`src/rtl/student_iic_init_seq.sv`:
```
// Table-driven I2C configuration sequencer: walks an external byte table, groups entries
// into write transactions for student_iic_master, and retries failed transactions.
module student_iic_init_seq #(
    parameter int N_ENTRIES      = 64,
    parameter int IDX_W          = $clog2(N_ENTRIES),
    parameter int MAX_RETRY      = 3,
    parameter int GAP_CYCLES     = 250,
    parameter int TIMEOUT_CYCLES = 4096
) (
    input  logic             clk_i,
    input  logic             rst_ni,
    input  logic             start_i,
    output logic             busy_o,
    output logic             done_o,
    output logic             err_o,
    output logic [IDX_W-1:0] fail_idx_o,
    output logic [IDX_W-1:0] tbl_addr_o,
    input  logic [16:0]      tbl_data_i,
    output logic             iic_stb_o,
    output logic [7:0]       iic_a_o,
    output logic [7:0]       iic_d_o,
    input  logic             iic_done_i,
    input  logic             iic_err_i
);

    localparam int RETRY_W = (MAX_RETRY > 0) ? $clog2(MAX_RETRY + 1) : 1;
    localparam int TMO_W   = (TIMEOUT_CYCLES > 1) ? $clog2(TIMEOUT_CYCLES) : 1;
    localparam int GAP_W   = (GAP_CYCLES > 1) ? $clog2(GAP_CYCLES) : 1;

    localparam logic [IDX_W-1:0]   LAST_IDX  = IDX_W'(N_ENTRIES - 1);
    localparam logic [RETRY_W-1:0] RETRY_MAX = RETRY_W'(MAX_RETRY);
    localparam logic [TMO_W-1:0]   TMO_LAST  = TMO_W'(TIMEOUT_CYCLES - 1);
    localparam logic [GAP_W-1:0]   GAP_LAST  = GAP_W'(GAP_CYCLES - 1);

    typedef enum logic [2:0] {
        IDLE,
        FETCH,
        LOAD,
        XFER,
        GAP,
        FIN
    } SeqState;

    SeqState state, stateNext;

    logic [IDX_W-1:0]   idx, idxNext;
    logic [IDX_W-1:0]   txnBase, txnBaseNext;
    logic [RETRY_W-1:0] retryCnt, retryCntNext;
    logic               lastR, lastRNext;
    logic               retryPend, retryPendNext;
    logic [TMO_W-1:0]   tmoCnt, tmoCntNext;
    logic [GAP_W-1:0]   gapCnt, gapCntNext;

    logic               busyNext;
    logic               doneNext;
    logic               errNext;
    logic [IDX_W-1:0]   failIdxNext;
    logic [IDX_W-1:0]   tblAddrNext;
    logic               stbNext;
    logic [7:0]         aNext;
    logic [7:0]         dNext;

    always_ff @(posedge clk_i) begin
        if (!rst_ni) begin
            state <= IDLE;
        end else begin
            state <= stateNext;
        end
    end

    always_comb begin
        stateNext     = state;
        idxNext       = idx;
        txnBaseNext   = txnBase;
        retryCntNext  = retryCnt;
        lastRNext     = lastR;
        retryPendNext = retryPend;
        tmoCntNext    = tmoCnt;
        gapCntNext    = gapCnt;
        busyNext      = busy_o;
        doneNext      = 1'b0;
        errNext       = err_o;
        failIdxNext   = fail_idx_o;
        tblAddrNext   = tbl_addr_o;
        stbNext       = iic_stb_o;
        aNext         = iic_a_o;
        dNext         = iic_d_o;

        case (state)
            IDLE: begin
                if (start_i) begin
                    idxNext       = '0;
                    txnBaseNext   = '0;
                    retryCntNext  = '0;
                    retryPendNext = 1'b0;
                    errNext       = 1'b0;
                    busyNext      = 1'b1;
                    stateNext     = FETCH;
                end
            end

            FETCH: begin
                stateNext = LOAD;
            end

            // The final table entry always closes its transaction, so idx never runs past it.
            LOAD: begin
                aNext      = tbl_data_i[15:8];
                dNext      = tbl_data_i[7:0];
                lastRNext  = tbl_data_i[16] | (idx == LAST_IDX);
                tmoCntNext = '0;
                stbNext    = 1'b1;
                stateNext  = XFER;
            end

            // Error outranks success; a good done in the timeout cycle still counts as success.
            XFER: begin
                tmoCntNext = tmoCnt + 1'b1;
                if (iic_err_i) begin
                    stbNext       = 1'b0;
                    retryPendNext = 1'b1;
                    gapCntNext    = '0;
                    stateNext     = GAP;
                end else if (iic_done_i) begin
                    if (lastR) begin
                        stbNext    = 1'b0;
                        gapCntNext = '0;
                        stateNext  = GAP;
                    end else begin
                        idxNext   = idx + 1'b1;
                        stateNext = FETCH;
                    end
                end else if (tmoCnt == TMO_LAST) begin
                    stbNext       = 1'b0;
                    retryPendNext = 1'b1;
                    gapCntNext    = '0;
                    stateNext     = GAP;
                end
            end

            GAP: begin
                if (gapCnt != GAP_LAST) begin
                    gapCntNext = gapCnt + 1'b1;
                end else if (retryPend) begin
                    if (retryCnt < RETRY_MAX) begin
                        retryCntNext  = retryCnt + 1'b1;
                        retryPendNext = 1'b0;
                        idxNext       = txnBase;
                        stateNext     = FETCH;
                    end else begin
                        errNext     = 1'b1;
                        failIdxNext = txnBase;
                        stateNext   = FIN;
                    end
                end else if (idx == LAST_IDX) begin
                    stateNext = FIN;
                end else begin
                    idxNext      = idx + 1'b1;
                    txnBaseNext  = idx + 1'b1;
                    retryCntNext = '0;
                    stateNext    = FETCH;
                end
            end

            FIN: begin
                doneNext  = 1'b1;
                busyNext  = 1'b0;
                stateNext = IDLE;
            end

            default: begin
                stateNext = IDLE;
            end
        endcase

        // Present the new index during FETCH so the table answers in time for LOAD.
        if (stateNext == FETCH) begin
            tblAddrNext = idxNext;
        end
    end

    always_ff @(posedge clk_i) begin
        if (!rst_ni) begin
            idx        <= '0;
            txnBase    <= '0;
            retryCnt   <= '0;
            lastR      <= 1'b0;
            retryPend  <= 1'b0;
            tmoCnt     <= '0;
            gapCnt     <= '0;
            busy_o     <= 1'b0;
            done_o     <= 1'b0;
            err_o      <= 1'b0;
            fail_idx_o <= '0;
            tbl_addr_o <= '0;
            iic_stb_o  <= 1'b0;
            iic_a_o    <= '0;
            iic_d_o    <= '0;
        end else begin
            idx        <= idxNext;
            txnBase    <= txnBaseNext;
            retryCnt   <= retryCntNext;
            lastR      <= lastRNext;
            retryPend  <= retryPendNext;
            tmoCnt     <= tmoCntNext;
            gapCnt     <= gapCntNext;
            busy_o     <= busyNext;
            done_o     <= doneNext;
            err_o      <= errNext;
            fail_idx_o <= failIdxNext;
            tbl_addr_o <= tblAddrNext;
            iic_stb_o  <= stbNext;
            iic_a_o    <= aNext;
            iic_d_o    <= dNext;
        end
    end

endmodule

```
`config.mk`:
```
export PLATFORM = sky130hd
export DESIGN_NAME = student_iic_init_seq
export DESIGN_NICKNAME = d
export VERILOG_FILES = /design/src/rtl/student_iic_init_seq.sv
export SDC_FILE = /design/constraint.sdc
export NUM_CORES = 1
export LEC_CHECK = 0
export ABC_AREA = 1
export ABC_CLOCK_PERIOD_IN_PS = 3600
export BUFFER_PORTS_ARGS = -buffer_cell sky130_fd_sc_hd__clkbuf_2
export CORE_ASPECT_RATIO = 1.75
export CORE_MARGIN = 1
export CORE_UTILIZATION = 61
export CTS_CLUSTER_DIAMETER = 60
export DETAILED_ROUTE_END_ITERATION = 12
export PLACE_DENSITY_LB_ADDON = 0.05
export SETUP_SLACK_MARGIN = 0.5
export SKIP_LAST_GASP = 1
export SLEW_MARGIN = 20
export SYNTH_ARGS = -nofsm -noshare
export SYNTH_HDL_FRONTEND = slang
export SYNTH_SLANG_ARGS = --single-unit
```
`constraint.sdc`:
```
create_clock -name clk_i -period 3.6 [get_ports clk_i]
set_input_delay 0.36 -clock clk_i [delete_from_list [all_inputs] [get_ports clk_i]]
set_output_delay 0.36 -clock clk_i [all_outputs]
set_load 0.01 [all_outputs]
```
# After elaboration in Yosys (flattened, before gate mapping)
# Cells that the tools add are included.
dict set report word_totals {
  register_bits 71
  latch_bits 0
  ramBits 0
  rom_bits 0
  input_bits 22
  out_inout_bits 32
  wordCells 117
  n_memories 0
}
dict set report classes {
  add_sub_neg 4
  mul 0
  n_div 0
  n_lt_le_gt_ge 1
  n_eq_ne 22
  shifts 0
  mux 57
  n_bitwise 3
  reduce_logical 14
}
# op n
set op_table {}
lappend op_table {{6-bit 2-to-1 mux} 12}
lappend op_table {{8-bit 2-to-1 mux} 5}
lappend op_table {{3-bit 2-to-1 mux} 9}
lappend op_table {{12-bit one-hot mux with 2 select lines} 1}
lappend op_table {{5-bit AND reduction} 4}
lappend op_table {{6-bit one-hot mux with 3 select lines} 1}
lappend op_table {{1-bit 2-to-1 mux} 16}
lappend op_table {{8-bit one-hot mux with 2 select lines} 1}
lappend op_table {{3-bit one-hot mux with 5 select lines} 1}
lappend op_table {{2-bit inequality test, second input constant} 7}
lappend op_table {{12-bit by 1-bit adder with 12-bit output, second input constant} 1}
lappend op_table {{12-bit == test, second input constant} 1}
lappend op_table {{3-bit inequality test, second input constant} 4}
lappend op_table {{6-bit one-hot mux with 2 select lines} 1}
lappend op_table {{2-bit 2-to-1 mux} 5}
lappend op_table {{8-bit by 1-bit adder with 8-bit output, second input constant} 1}
lappend op_table {{4-bit inequality test, second input constant} 2}
lappend op_table {{8-bit inequality test, second input constant} 1}
lappend op_table {{4-bit AND reduction} 2}
lappend op_table {{2-bit nonzero test} 4}
lappend op_table {{6-bit by 1-bit adder with 6-bit output, second input constant} 1}
lappend op_table {{3-bit by 1-bit == test with 1-bit output, second input constant} 2}
lappend op_table {{3-bit by 2-bit == test with 1-bit output, second input constant} 2}
lappend op_table {{3-bit == test, second input constant} 2}
lappend op_table {{12 further kinds} 15}

# Logic depth before layout (Yosys ltp)
dict set report logic_depth {
  ltp_word 6
  mapped_depth 13
}

# Worst setup path before layout
# No wires, ideal clock.
dict set report synth_path {
  path_type {reg2reg}
  startpoint {reg tmoCnt[0]}
  endpoint {reg gapCnt[1]}
  setup_ps 128
  arrival_time_ps 1424
  required_time_ps 3472
  path_slack_ps 2048
  path_stages_with_launch 10
  path_buffers 1
  synth_period_minus_slack_ps 1552
  cell_sequence {dfxtp_1 > ha_1 > inv_1 > nor2_1 > nand3_1 > nand3_2 > nand3_2 > buf_4 > o21ai_0 > nor2_1}
}
dict set report synth_via {
  elab_chain_len 3
}
# item line
set synth_lines {}
lappend synth_lines {{start: declaration} 51} ;# logic [TMO_W-1:0] tmoCnt, tmoCntNext;
lappend synth_lines {{start signal: assignment} 205} ;# tmoCnt <= tmoCntNext;
lappend synth_lines {{12-bit == test} 133} ;# end else if (tmoCnt == TMO_LAST) begin
lappend synth_lines {{4-bit inequality test (no source line)} -}
lappend synth_lines {{4-bit AND reduction (no source line)} -}
lappend synth_lines {{end signal: assignment} 206} ;# gapCnt <= gapCntNext;
lappend synth_lines {{end: declaration} 52} ;# logic [GAP_W-1:0] gapCnt, gapCntNext;
# No other way between the ends.
# A chain may end at the register's enable or synchronous reset.

# Final worst setup path
dict set report layout_path {
  startpoint {reg state[2]}
  endpoint {reg tmoCnt[2]}
}
dict set report layout_via {
  elab_chain_len 2
}
# item line
set layout_lines {}
lappend layout_lines {{start: declaration} 44} ;# SeqState state, stateNext;
lappend layout_lines {{start signal: assignment} 67} ;# state <= stateNext;
lappend layout_lines {{3-bit by 2-bit == test with 1-bit output} 89} ;# case (state)
lappend layout_lines {{12-bit one-hot mux with 2 select lines or 2-bit nonzero test (tied branches)} -}
# Several ways; a longest one is shown, not always the timed one.

==> flow_results.org <==
** Synthesis
- Syn nets :: 555
- Simple-Gate Fraction of Synth Area :: 36.56%
- Synth area leader :: dfxtp_1
- Xor and xnor fraction of the mapped netlist area :: 0.9835%
- Number of unique standard cell types used by synthesis :: 38
- Counting every instance in the synthesized netlist gives 528.
- #FFs+latches synth :: 71
- The share of the Yosys chip area taken by registers is between 30% and 40%.
- During synthesis, Yosys emitted a total of 0 warnings.
- Counting flops with an async set or reset pin after synthesis yields a share of 0%.
- Dominant cells by area after synthesis :: dfxtp_1 40%, nand2_1 13%, nor2_1 9.4%
- The share of synthesized area in the top cell type comes to between 30% and 40%.
- Synthesized-area fraction occupied by ao, oa, aoi and oai cells :: between 10% and 20%
- In the synthesized netlist the dominant register cell turns out to be dfxtp_1.
- In this run, synthesis inferred 0 flip-flops with an integrated enable.
- Measured against the total synthesized area, the mux share comes to 0%.
- A synthesized cell averages 6.747 um2.
- In this run the cell area of the synthesized design comes to 3562 um2.
- Dominant combinational cell family by area after synthesis :: simple AND/OR/NAND/NOR gates
- Share of synthesized cell area in full adder, half adder and majority cells :: 1.756%

** Detailed routing
- Drc violations :: 0
- ANT nets after route :: 0
- The final layout contains routed wiring with a total length of 8792 um.
- Before antenna repair, the detailed router went through 5 iterations.
- Average vias per placed instance :: ~5.4
- For this block, the via count after detailed routing is 3542.
- In the final routed layout, each cell accounts on average for 13.38 um.
- In this run, the number of DRC markers left after iteration 0 of detailed routing was 195.

** Die
- The die is between 100 and 150 um tall.
- Once the floorplan was initialized, standard cells occupied 63.78% of the core.
- After floorplanning, the core was divided into 36 placement rows.
- The die covers 6161 um2.
- I/O pins :: 54
- Floorplan die width :: 59.77 um
- Placeable Area :: 5585 um2

** Global route
- Most Used Layer, Global Route :: met2
- Global routing consumed, on the met3 layer, 6.650% of the routing resources.
- The first global-routing pass estimated 13680 um of wire.
- Vias in the first global route :: 3119
- Remaining global-route overflow :: 0
- GR met2 Demand/Resource :: 52.39%
- Maximum number of pins on one net before global-route repair :: 37
- The initial antenna violation count was 0.
- Global-route track usage on met1 :: 31.17%
- Across every metal layer, demand over resource in global routing totals 29.86%.

** Setup path
- Library cell contributing the largest single delay on the critical path :: nor2_2
- Register-to-register path setup slack :: 1.41 ns
- Counting cells, the worst reg-to-reg path comes to 7.
- Worst path bufs/invs :: 2
- Endpoint kind of the worst setup timing path :: flop
- Critical Path RT :: between 3 and 4 ns
- The worst setup path is of the flop to flop kind.
- In this design, the stage delay of the slowest critical-path cell is 0.52 ns.
- Family with the most delay on the worst path :: simple AND/OR/NAND/NOR gates
- Of all nets on the critical path, the largest fanout is 21.
- Critical Path, Cell by Cell :: inv_2 > nand2_2 > nor2_2 > inv_1 > nand2_1 > nor2_1 > o21a_1
- Type of element launching the critical path :: flop
- Capturing point of the worst reg2reg path :: tmoCnt[2]
- Startpoint of the worst-slack reg-to-reg timing path :: state[2]
- Data on the critical path arrives at its endpoint at 2.45 ns.

** Timing
- At the pin with the least slew margin, the transition time is 1.013 ns.
- Hold is met by ~0.22 ns.
- Post-Route Setup TNS :: 0 ns
- Count of pins over their slew limit :: 0
- Rel. slew slack :: 32.40%
- Count of final setup violators :: 0
- Timing would allow up to around 0.46 GHz.
- Hold Vio Cnt, Final :: 0
- Fraction of the cycle the final worst path needs :: 60.86%
- Clock tree skew after final layout :: 0.008105 ns
- Setup repair after global routing missed its margin :: no
- Subtracting the final worst setup slack from the clock period gives 2.191 ns.

** Clock network
- In this run, CTS created clock tree buffers numbering 9.
- Number of sinks on the clock net :: 71
- Once the clock tree was built, the setup fixing pass inserted 0 buffers.
- The root buffer cell chosen for the clock tree is clkbuf_8.
- The number of gates resized after CTS was 0.
- Clock-pin slew was measured on the worst setup and hold paths at approximately 0.080 ns.
- Number of H-tree branching levels :: 3
- The clock reaches the later pin of the worst-skew pair after 0.36 ns.
- For this design, the CTS-stage hold fixing added 0 buffers.
- TritonCTS clock tree :: done
- No sink is reached through more buffers than the 2 on the longest clock path.

** Cells and area
- Layout Cell Area excl Fill :: around 4000 um2
- Number of nets in the layout :: between 600 and 700
- Antenna diodes :: 0
- Leading cell type in the layout, fill and taps excluded :: nand2_1
- From synthesis to final layout, the design area changed by 13.56%.
- In the final layout, the share of cells above drive strength 1 is 16.87%.
- Count of non-filler cells in the finished layout :: around 660
- In the layout the commonest cells are 127 x nand2_1, 89 x nor2_1, 71 x dfxtp_1.

** Place
- After detailed placement, the total cell area comes to 3849 um2.
- Cell total after placement :: between 600 and 700
- RD Place Congestion :: 0.9029
- The wire-length estimate of the detail-placed layout is 6431 um.
- Total of buffers placed on input and output ports :: 53

** Min path
- Hold/Removal Path Class :: primary input to flop
- The path with the worst hold slack has its endpoint at iic_a_o[6].
- Along the worst hold path, the cell count comes to 3.
- HP Start :: tbl_data_i[14]

** Power and ir drop
- Across the VDD grid, the largest voltage drop is 380.7 uV.
- For this design the total switching power over the nets is 654.0 uW.
- Of the total power, the clock network draws about a third.
- The share of total power dissipated in sequential elements is a little under half.
- Overall Power :: 1992 uW
- Power spread over the standard cell area amounts to ~490 nW/um2.
- Combinational Power Share :: roughly 22%
- Summed over all cells, the static leakage comes to between 0.0015 and 0.002 uW.
- The internal power of the cells totals about 1300 uW.
- Share of total power consumed by net switching :: about a third

** Run status
- The flow ran to the end, and the final reports show no timing, DRC or antenna violations.

** Flow run
- Max-capacitance violation count :: 0
[logic make-up after synthesis]
kind of cell	count (synthesis)
AO/OA/AOI/OAI	84
adder cells (fa/ha/maj)	5
AND/OR/NAND/NOR	293
XOR/XNOR	4
flip-flops	71
buffers and inverters	71
[power by group through the flow]
stage / Combinational [uW] / Clock [uW] / Sequential [uW]
after floorplan: 306 / 0 / 943
after global placement: 432 / 0 / 930
after detailed placement: 444 / 0 / 933
after CTS: 447 / 645 / 916
after global routing: 502 / 677 / 925
final: 445 / 630 / 917
[synth_stat cells, types with 2 or more instances]
master,n
nand2_1,127
nor2_1,89
dfxtp_1,71
inv_1,49
nand3_1,35
a21oi_1,34
o21ai_0,33
clkbuf_1,8
nand4_1,8
inv_2,6
nor2_2,6
buf_2,5
ha_1,5
nor3b_1,5
nand2_2,4
nand3_2,4
nor3_1,4
a31oi_1,3
nor2_4,3
o21bai_1,3
xor2_1,3
a211oi_1,2
a31o_2,2
and2_1,2
nand2_4,2
o21ai_1,2
or2_2,2
[flip-flops by register name, summed over array words and instances, names as in the netlist, 2 cells and up]
name        count
tmoCnt         12
gapCnt          8
iic_a_o         8
iic_d_o         8
fail_idx_o      6
idx             6
tbl_addr_o      6
txnBase         6
state           3
retryCnt        2
[cell type report]
type	instances	area, um2
clock buffer	10	137.6
clock inverter	5	58.81
fill	519	1540
inverter	56	210.2
multi-input combinational	386	1857
timing repair buffer	53	265.3
sequential	71	1421
tap	76	95.09
[worst max-delay path by stage]
stage | from | endpoint | cells past startpoint
floorplan | tmoCnt[0] | gapCnt[1] | 9
global placement | state[2] | tmoCnt[2] | 7
detailed placement | state[2] | tmoCnt[2] | 7
CTS | state[2] | tmoCnt[2] | 7
global route | state[2] | tmoCnt[2] | 7
finish | state[2] | tmoCnt[2] | 7
[worst min-delay path, cell delays in order]
cell	delay, ns
clkbuf_2	0.07
nor2_1	0.03
nor2_1	0.08
[through the flow]
| step | setup WS (ns) | utilization, % |
|---|---|---|
| floorplan | 2.048 | - |
| global placement | 1.499 | 68.91 |
| detailed placement | 1.399 | 68.91 |
| CTS | 1.387 | 72.42 |
| global route | 1.192 | 72.42 |
| finish | 1.409 | 72.42 |
[metal layers]
layer / vias up / share of wire (%)
met4: 0 / 4.1
met2: 82 / 53
met1: 1635 / 39
li1: 1795 / -
met5: - / 0
met3: 30 / 3.9
No activity file was read; power rests on OpenSTA's default activity.
